File: src/rtl/instr_fetch.sv
// Instruction fetch front end: requests a 16-bit word from instruction memory,
// latches it into the instruction register, decodes the field outputs for the
// datapath, and pulses the start strobe of the execution controller.
// Optional feature macro: FETCH_TIMEOUT_EN adds a 16-cycle memory wait
// watchdog that halts the fetch unit with err set.
module instr_fetch (
    input  logic        clk,
    input  logic        reset,
    input  logic        run,
    output logic        mem_req,
    output logic [7:0]  mem_addr,
    input  logic [15:0] mem_rdata,
    input  logic        mem_ack,
    output logic        s_out,
    input  logic        ctrl_w,
    input  logic [1:0]  nsel,
    output logic [2:0]  opcode,
    output logic [1:0]  op,
    output logic [2:0]  reg_num,
    output logic [1:0]  shift,
    output logic [15:0] sximm8,
    output logic [15:0] sximm5,
    output logic [7:0]  pc,
    output logic        halted,
    output logic        err
);

    typedef enum logic [2:0] {
        F_IDLE  = 3'd0,
        F_REQ   = 3'd1,
        F_ISSUE = 3'd2,
        F_EXEC  = 3'd3,
        F_HALT  = 3'd4
    } fstate_t;

    fstate_t     state_q, state_d;
    logic [7:0]  pc_q, pc_d;
    logic [15:0] ir_q, ir_d;
    logic        err_q, err_d;
    logic        exec_first_q, exec_first_d;
`ifdef FETCH_TIMEOUT_EN
    logic [3:0]  tmo_q, tmo_d;
`endif

    function automatic logic [15:0] sext8(input logic [7:0] v);
        return {{8{v[7]}}, v};
    endfunction

    function automatic logic [15:0] sext5(input logic [4:0] v);
        return {{11{v[4]}}, v};
    endfunction

    function automatic logic is_start_op(input logic [2:0] opc);
        return (opc == 3'b110) || (opc == 3'b101);
    endfunction

    // Next-state, program counter, instruction register and error flag logic.
    always_comb begin
        state_d      = state_q;
        pc_d         = pc_q;
        ir_d         = ir_q;
        err_d        = err_q;
        exec_first_d = 1'b0;
`ifdef FETCH_TIMEOUT_EN
        tmo_d        = 4'd0;
`endif
        case (state_q)
            F_IDLE: begin
                if (run && ctrl_w) begin
                    state_d = F_REQ;
                end else begin
                    state_d = F_IDLE;
                end
            end
            F_REQ: begin
                if (mem_ack) begin
                    ir_d    = mem_rdata;
                    pc_d    = pc_q + 8'd1;
                    state_d = F_ISSUE;
                end else begin
`ifdef FETCH_TIMEOUT_EN
                    // Sixteenth consecutive wait cycle gives up on memory.
                    if (tmo_q == 4'hF) begin
                        err_d   = 1'b1;
                        state_d = F_HALT;
                    end else begin
                        tmo_d   = tmo_q + 4'd1;
                        state_d = F_REQ;
                    end
`else
                    state_d = F_REQ;
`endif
                end
            end
            F_ISSUE: begin
                case (ir_q[15:13])
                    3'b110, 3'b101: begin
                        state_d      = F_EXEC;
                        exec_first_d = 1'b1;
                    end
                    3'b111: begin
                        state_d = F_HALT;
                    end
                    default: begin
                        err_d   = 1'b1;
                        state_d = F_HALT;
                    end
                endcase
            end
            F_EXEC: begin
                // Controller still reports wait in the cycle after the start pulse.
                if (!exec_first_q && ctrl_w) begin
                    state_d = F_IDLE;
                end else begin
                    state_d = F_EXEC;
                end
            end
            F_HALT: begin
                state_d = F_HALT;
            end
            default: begin
                state_d = F_IDLE;
            end
        endcase
    end

    // Architectural state registers with asynchronous active-low reset.
    always_ff @(posedge clk or negedge reset) begin
        if (!reset) begin
            state_q      <= F_IDLE;
            pc_q         <= 8'h00;
            ir_q         <= 16'h0000;
            err_q        <= 1'b0;
            exec_first_q <= 1'b0;
        end else begin
            state_q      <= state_d;
            pc_q         <= pc_d;
            ir_q         <= ir_d;
            err_q        <= err_d;
            exec_first_q <= exec_first_d;
        end
    end

`ifdef FETCH_TIMEOUT_EN
    // Memory wait watchdog counter.
    always_ff @(posedge clk or negedge reset) begin
        if (!reset) begin
            tmo_q <= 4'd0;
        end else begin
            tmo_q <= tmo_d;
        end
    end
`endif

    // Register-number select driven by the controller's nsel.
    always_comb begin
        reg_num = 3'b000;
        case (nsel)
            2'b00:   reg_num = ir_q[10:8];
            2'b01:   reg_num = ir_q[7:5];
            2'b10:   reg_num = ir_q[2:0];
            default: reg_num = 3'b000;
        endcase
    end

    assign mem_req  = (state_q == F_REQ);
    assign mem_addr = pc_q;
    assign pc       = pc_q;
    assign s_out    = (state_q == F_ISSUE) && is_start_op(ir_q[15:13]);
    assign halted   = (state_q == F_HALT);
    assign err      = err_q;
    assign opcode   = ir_q[15:13];
    assign op       = ir_q[12:11];
    assign shift    = ir_q[4:3];
    assign sximm8   = sext8(ir_q[7:0]);
    assign sximm5   = sext5(ir_q[4:0]);

endmodule
File: config.mk
export PLATFORM = sky130hd
export DESIGN_NAME = instr_fetch
export DESIGN_NICKNAME = d
export VERILOG_FILES = /design/src/rtl/instr_fetch.sv
export SDC_FILE = /design/constraint.sdc
export NUM_CORES = 1
export LEC_CHECK = 0
export CAP_MARGIN = 20
export CORE_MARGIN = 4
export CORE_UTILIZATION = 31
export DETAILED_ROUTE_END_ITERATION = 10
export GPL_ROUTABILITY_DRIVEN = 0
export PLACE_DENSITY = 0.65
export SETUP_SLACK_MARGIN = 0.15
export SYNTH_ARGS = -nofsm -noshare
export SYNTH_HDL_FRONTEND = slang
export SYNTH_SLANG_ARGS = --single-unit
File: constraint.sdc
create_clock -name clk -period 1.86 [get_ports clk]
set_clock_uncertainty 0.05 [all_clocks]
set_input_delay 0.279 -clock clk [delete_from_list [all_inputs] [get_ports clk]]
set_output_delay 0.279 -clock clk [all_outputs]
set_load 0.02 [all_outputs]
### Word-level counts from Yosys, hierarchy flattened

Cells that the tools add are included.

* add/sub/neg operators: 1
* equal/unequal tests: 9
* muxes and demuxes: 8
* bitwise gates (word level): 1
* reductions and logical operators: 11

Operators by type and width (count)
* $pmux 3 s5: 1
* $eq 3x3->1 const B: 4
* $pmux 3 s3: 1
* $add 8x1->8 const B: 1
* $eq 3x2->1 const B: 2
* $mux 2: 2
* $reduce_and 2->1: 2
* $eq 3x1->1 const B: 1
* $logic_and 1x1->1: 3
* $logic_not 3->1: 1
* $mux 1: 3
* $mux 3: 1
* $reduce_or 3->1: 1
* $eq 2x1->1 const B: 1
* $eq 2x2->1 const B: 1
* $logic_not 2->1: 1
* $reduce_or 2->1: 1
* $logic_not 1->1: 1
* $logic_or 1x1->1: 1
* $not 1->1: 1

* register bits after elaboration: 29
* bits of input ports: 23
* output and inout bits: 62
* word-level logic and storage cells: 35

### Depth between registers and ports, before layout

* depth after elaboration: 4
* depth in mapped cells: 5
* gate-level depth less buffers: 3

### Least setup slack after synthesis

OpenSTA, ideal clock, no wires.

* kind: reg-to-reg
* from: register state_q[1]
* to: register ir_q[3]
* library setup time: 125 ps
* data arrival time: 1305 ps
* required time: 1685 ps
* slack: 381 ps
* stages on the path, launching flop included: 5
* buffers on the path: 2
* period minus slack after synthesis: 1479 ps
* cell sequence: dfrtp_1 nor4bb_1 buf_4 buf_6 mux2_2

* word-level cells in the longest chain between the ends: 2

RTL lines
* from (decl): RTL line 36 `fstate_t state_q, state_d;`
* from (signal assigned): RTL line 136 `state_q <= state_d;`
* $eq 3x1->1: RTL line 67 `case (state_q)`
* $reduce_and 2->1 (no source line)
* to (signal assigned): RTL line 138 `ir_q <= ir_d;`
* to (decl): RTL line 38 `logic [15:0] ir_q, ir_d;`

Every way passes these cells.
A chain may end at the register's enable or synchronous reset.

### Worst setup path in the final report

* from: register state_q[0]
* to: output port s_out

* word-level cells in the longest chain between the ends: 2

RTL lines
* $eq 3x2->1: RTL line 169 `assign s_out = (state_q == F_ISSUE) && is_start_op(ir_q[15:13]);`
* $logic_and 1x1->1: RTL line 169
* to (decl): RTL line 14 `output logic s_out,`

Every way passes these cells.

==> reports/qor.csv <==
metric;value;unit
status;finished, final reports clean;
H-tree levels;2;
hpwl dp;2630;um
first-pass GRT wire length;5750;um
DRT Wirelength;3780;um
Pre-antenna DRT Iters;4;
clk root buf;clkbuf_8;
sw power;1.80;mW
Worst Tran Pin Value;381;ps
Num CTS Buffers;5;
max_cap viols;0;
vias;1134;
CP max stage delay;450;ps
leading cell type in the layout, fill and taps excluded;clkdlybuf4s50_1;
die area;6390;um^2
RSZ-0062 raised after global routing;yes;
period utilisation layout;0.895;
max_slew headroom;0.746;
Netlist Area Pre-Place;1610;um^2
die height;80.0;um
Remaining Overflow, GRT;0;
# IOs;85;
Cells after Synth;139;
final core utilization;0.503;
CP Capture Type;output port;
Mean Syn Cell Area;11.5;um^2
Slew Limit Fails;0;
antenna-violating nets left;0;
Site Rows;25;
# DRC;0;
gr usage total;0.116;
post-synthesis sequential area ratio;0.452;
Cells after DPL;246;
r2r endpoint;ir_q[14]$_DFFE_PN0P_;
pin count of the biggest net entering global routing;30;
crit path DAT;1340;ps
initial core utilization;0.329;
die width;80.0;um
Fin. Hold Viols;0;
CTS Sinks;29;
area of the core;4880;um^2
Int Pwr;2.64;mW
yosys warns;0;
P_leak;1.27;nW
R2R Path Start;state_q[2]$_DFF_PN0_;
Startpoint Class;flip-flop;
Peak VDD IR;0.000855;V
Skew-Pair Late Insertion Delay;270;ps
Via density;4.38;
vias in the first global route;1170;
P&R area growth vs syn;53.0;%
Final Non-Filler Cells;259;
1st-iter DRT viols;18;
Worst-path clk slew;60;ps
CP Max Fanout;6;
# setup viols final;0;
Yosys reg bits;29;
Comb power frac;0.576;
Nets;215;
maximum clock insertion buffer count;2;
Tmin final;1660;ps
commonest non-fill, non-tap cells in the layout;44 x clkdlybuf4s50_1, 27 x dfrtp_1, 21 x dlygate4sd2_1, 13 x mux2_4, 13 x dlymetal6s2s_1;
critical path type;reg2out;
Sw Ratio;0.405;
clock power share;0.153;
Fillers;459;
CTS tree;yes;
initial antenna violation count;0;
drt wl/cell;14.6;um
critical path's slowest cell;dfrtp_1;
syn nets;163;
hold crit path type;in2async;
Reg2Reg Depth;5;
flop2flop setup slack;200;ps
PwrDens;1810;nW/um^2
cts hold-fix bufs;0;
Worst Path Required;1530;ps
sequential share of power;0.272;
Max Clk Rate;601;MHz
Cell variety after synth;21;
ant diodes;0;
crit-path cells;nor3b_2 -> and3_1 -> clkbuf_2;
PortBufs;84;
share of cells above drive strength 1;0.240;
==> worst max-delay path, delay by kind of cell, from the launching register on <==
family	cells	cell delay, ps
DFF	1	450
and+or+nand+nor	2	440
buffers and inverters	1	170
==> state kept, by name (all words and copies together) (netlist names) <==
signal / cells
ir_q: 16
mem_addr: 8
state_q: 3
err: 1
exec_first_q: 1
==> synth_stat cells, drive strengths merged <==
master / n / area share
buf: 50 / 0.24
mux2: 18 / 0.13
a32oi: 1 / 0.0055
o31ai: 1 / 0.0047
nand2: 7 / 0.016
o21ai: 4 / 0.012
nand2b: 2 / 0.0078
xor2: 2 / 0.011
nor2b: 1 / 0.0039
dfrtp: 29 / 0.45
and3: 3 / 0.012
and3b: 1 / 0.0055
nor4bb: 1 / 0.0062
mux2i: 3 / 0.019
a21o: 2 / 0.0094
nand4: 4 / 0.016
ha: 1 / 0.0078
xnor2: 6 / 0.033
nor3b: 3 / 0.014
==> area by class of cell <==
cell class / instances / area (um^2) / area share
Clock buffer: 6 / 82.6 / 0.0336
Clock inverter: 2 / 37.5 / 0.0153
Sequential cell: 29 / 728 / 0.296
Timing Repair Buffer: 95 / 951 / 0.387
Multi-Input combinational cell: 60 / 573 / 0.233
Tap cell: 67 / 83.8 / 0.0341
==> how the worst max path moves through the flow <==
stage / from / to / slack [ps] / cells after the start
6_report: state_q[0]$_DFF_PN0_ / s_out / 200 / 3
5_1_grt: state_q[0]$_DFF_PN0_ / s_out / 90 / 3
4_1_cts: state_q[0]$_DFF_PN0_ / s_out / 50 / 3
3_5_place_dp: nsel[0] / reg_num[0] / -260 / 5
3_3_place_gp: nsel[0] / reg_num[2] / -200 / 5
2_1_floorplan: state_q[1]$_DFF_PN0_ / ir_q[3]$_DFFE_PN0P_ / 380 / 4
==> power by group through the flow <==
stage	clock, mW	sequential (mW)	combinational (mW)
after CTS	0.703	1.21	2.40
after global routing	0.737	1.28	2.69
after floorplan	0	1.21	1.84
after detailed placement	0	1.22	2.56
final	0.677	1.21	2.56
after global placement	0	1.18	2.54
==> per-layer routing <==
layer | up-vias | global-route usage | routed length [um]
met5 | - | 0 | 0
met4 | 0 | 0.0372 | 40
met3 | 6 | 0.0429 | 267
met2 | 51 | 0.202 | 1900
met1 | 552 | 0.129 | 1560
li1 | 525 | - | -
==> through the flow <==
stage | hold WS (ps) | total power, mW | setup TNS (ps) | instance area, um^2 | setup WS [ps]
after CTS | 357 | 4.32 | 0 | 2330 | 49.3
after detailed placement | 401 | 3.78 | -801 | 2220 | -265
final | 349 | 4.44 | 0 | 2460 | 195
after global routing | 398 | 4.71 | 0 | 2460 | 88.5
after floorplan | -66.6 | 3.04 | 0 | 1610 | 381
after global placement | 391 | 3.72 | -597 | 2220 | -200
==> repair_timing <==
action | in CTS | in global routing
pin swaps | 0 | 1
gates cloned | 0 | 2
buffers inserted | 0 | 3
resized for setup | 47 | 34
endpoints found under the setup margin | 33 | 35
==> kinds of logic (layout without fill, tap and decap cells) <==
| logic type | count (synthesis) | after routing | share of synthesized area |
|---|---|---|---|
| simple gates | 22 | 22 | 0.0811 |
| buf+inv | 50 | 103 | 0.239 |
| compound gates | 8 | 8 | 0.0320 |
| xor+xnor | 8 | 8 | 0.0436 |
| fa+ha+maj | 1 | 1 | 0.00779 |
| flops | 29 | 29 | 0.452 |
| mux | 21 | 21 | 0.145 |
Power figures use the tool's default switching activity.
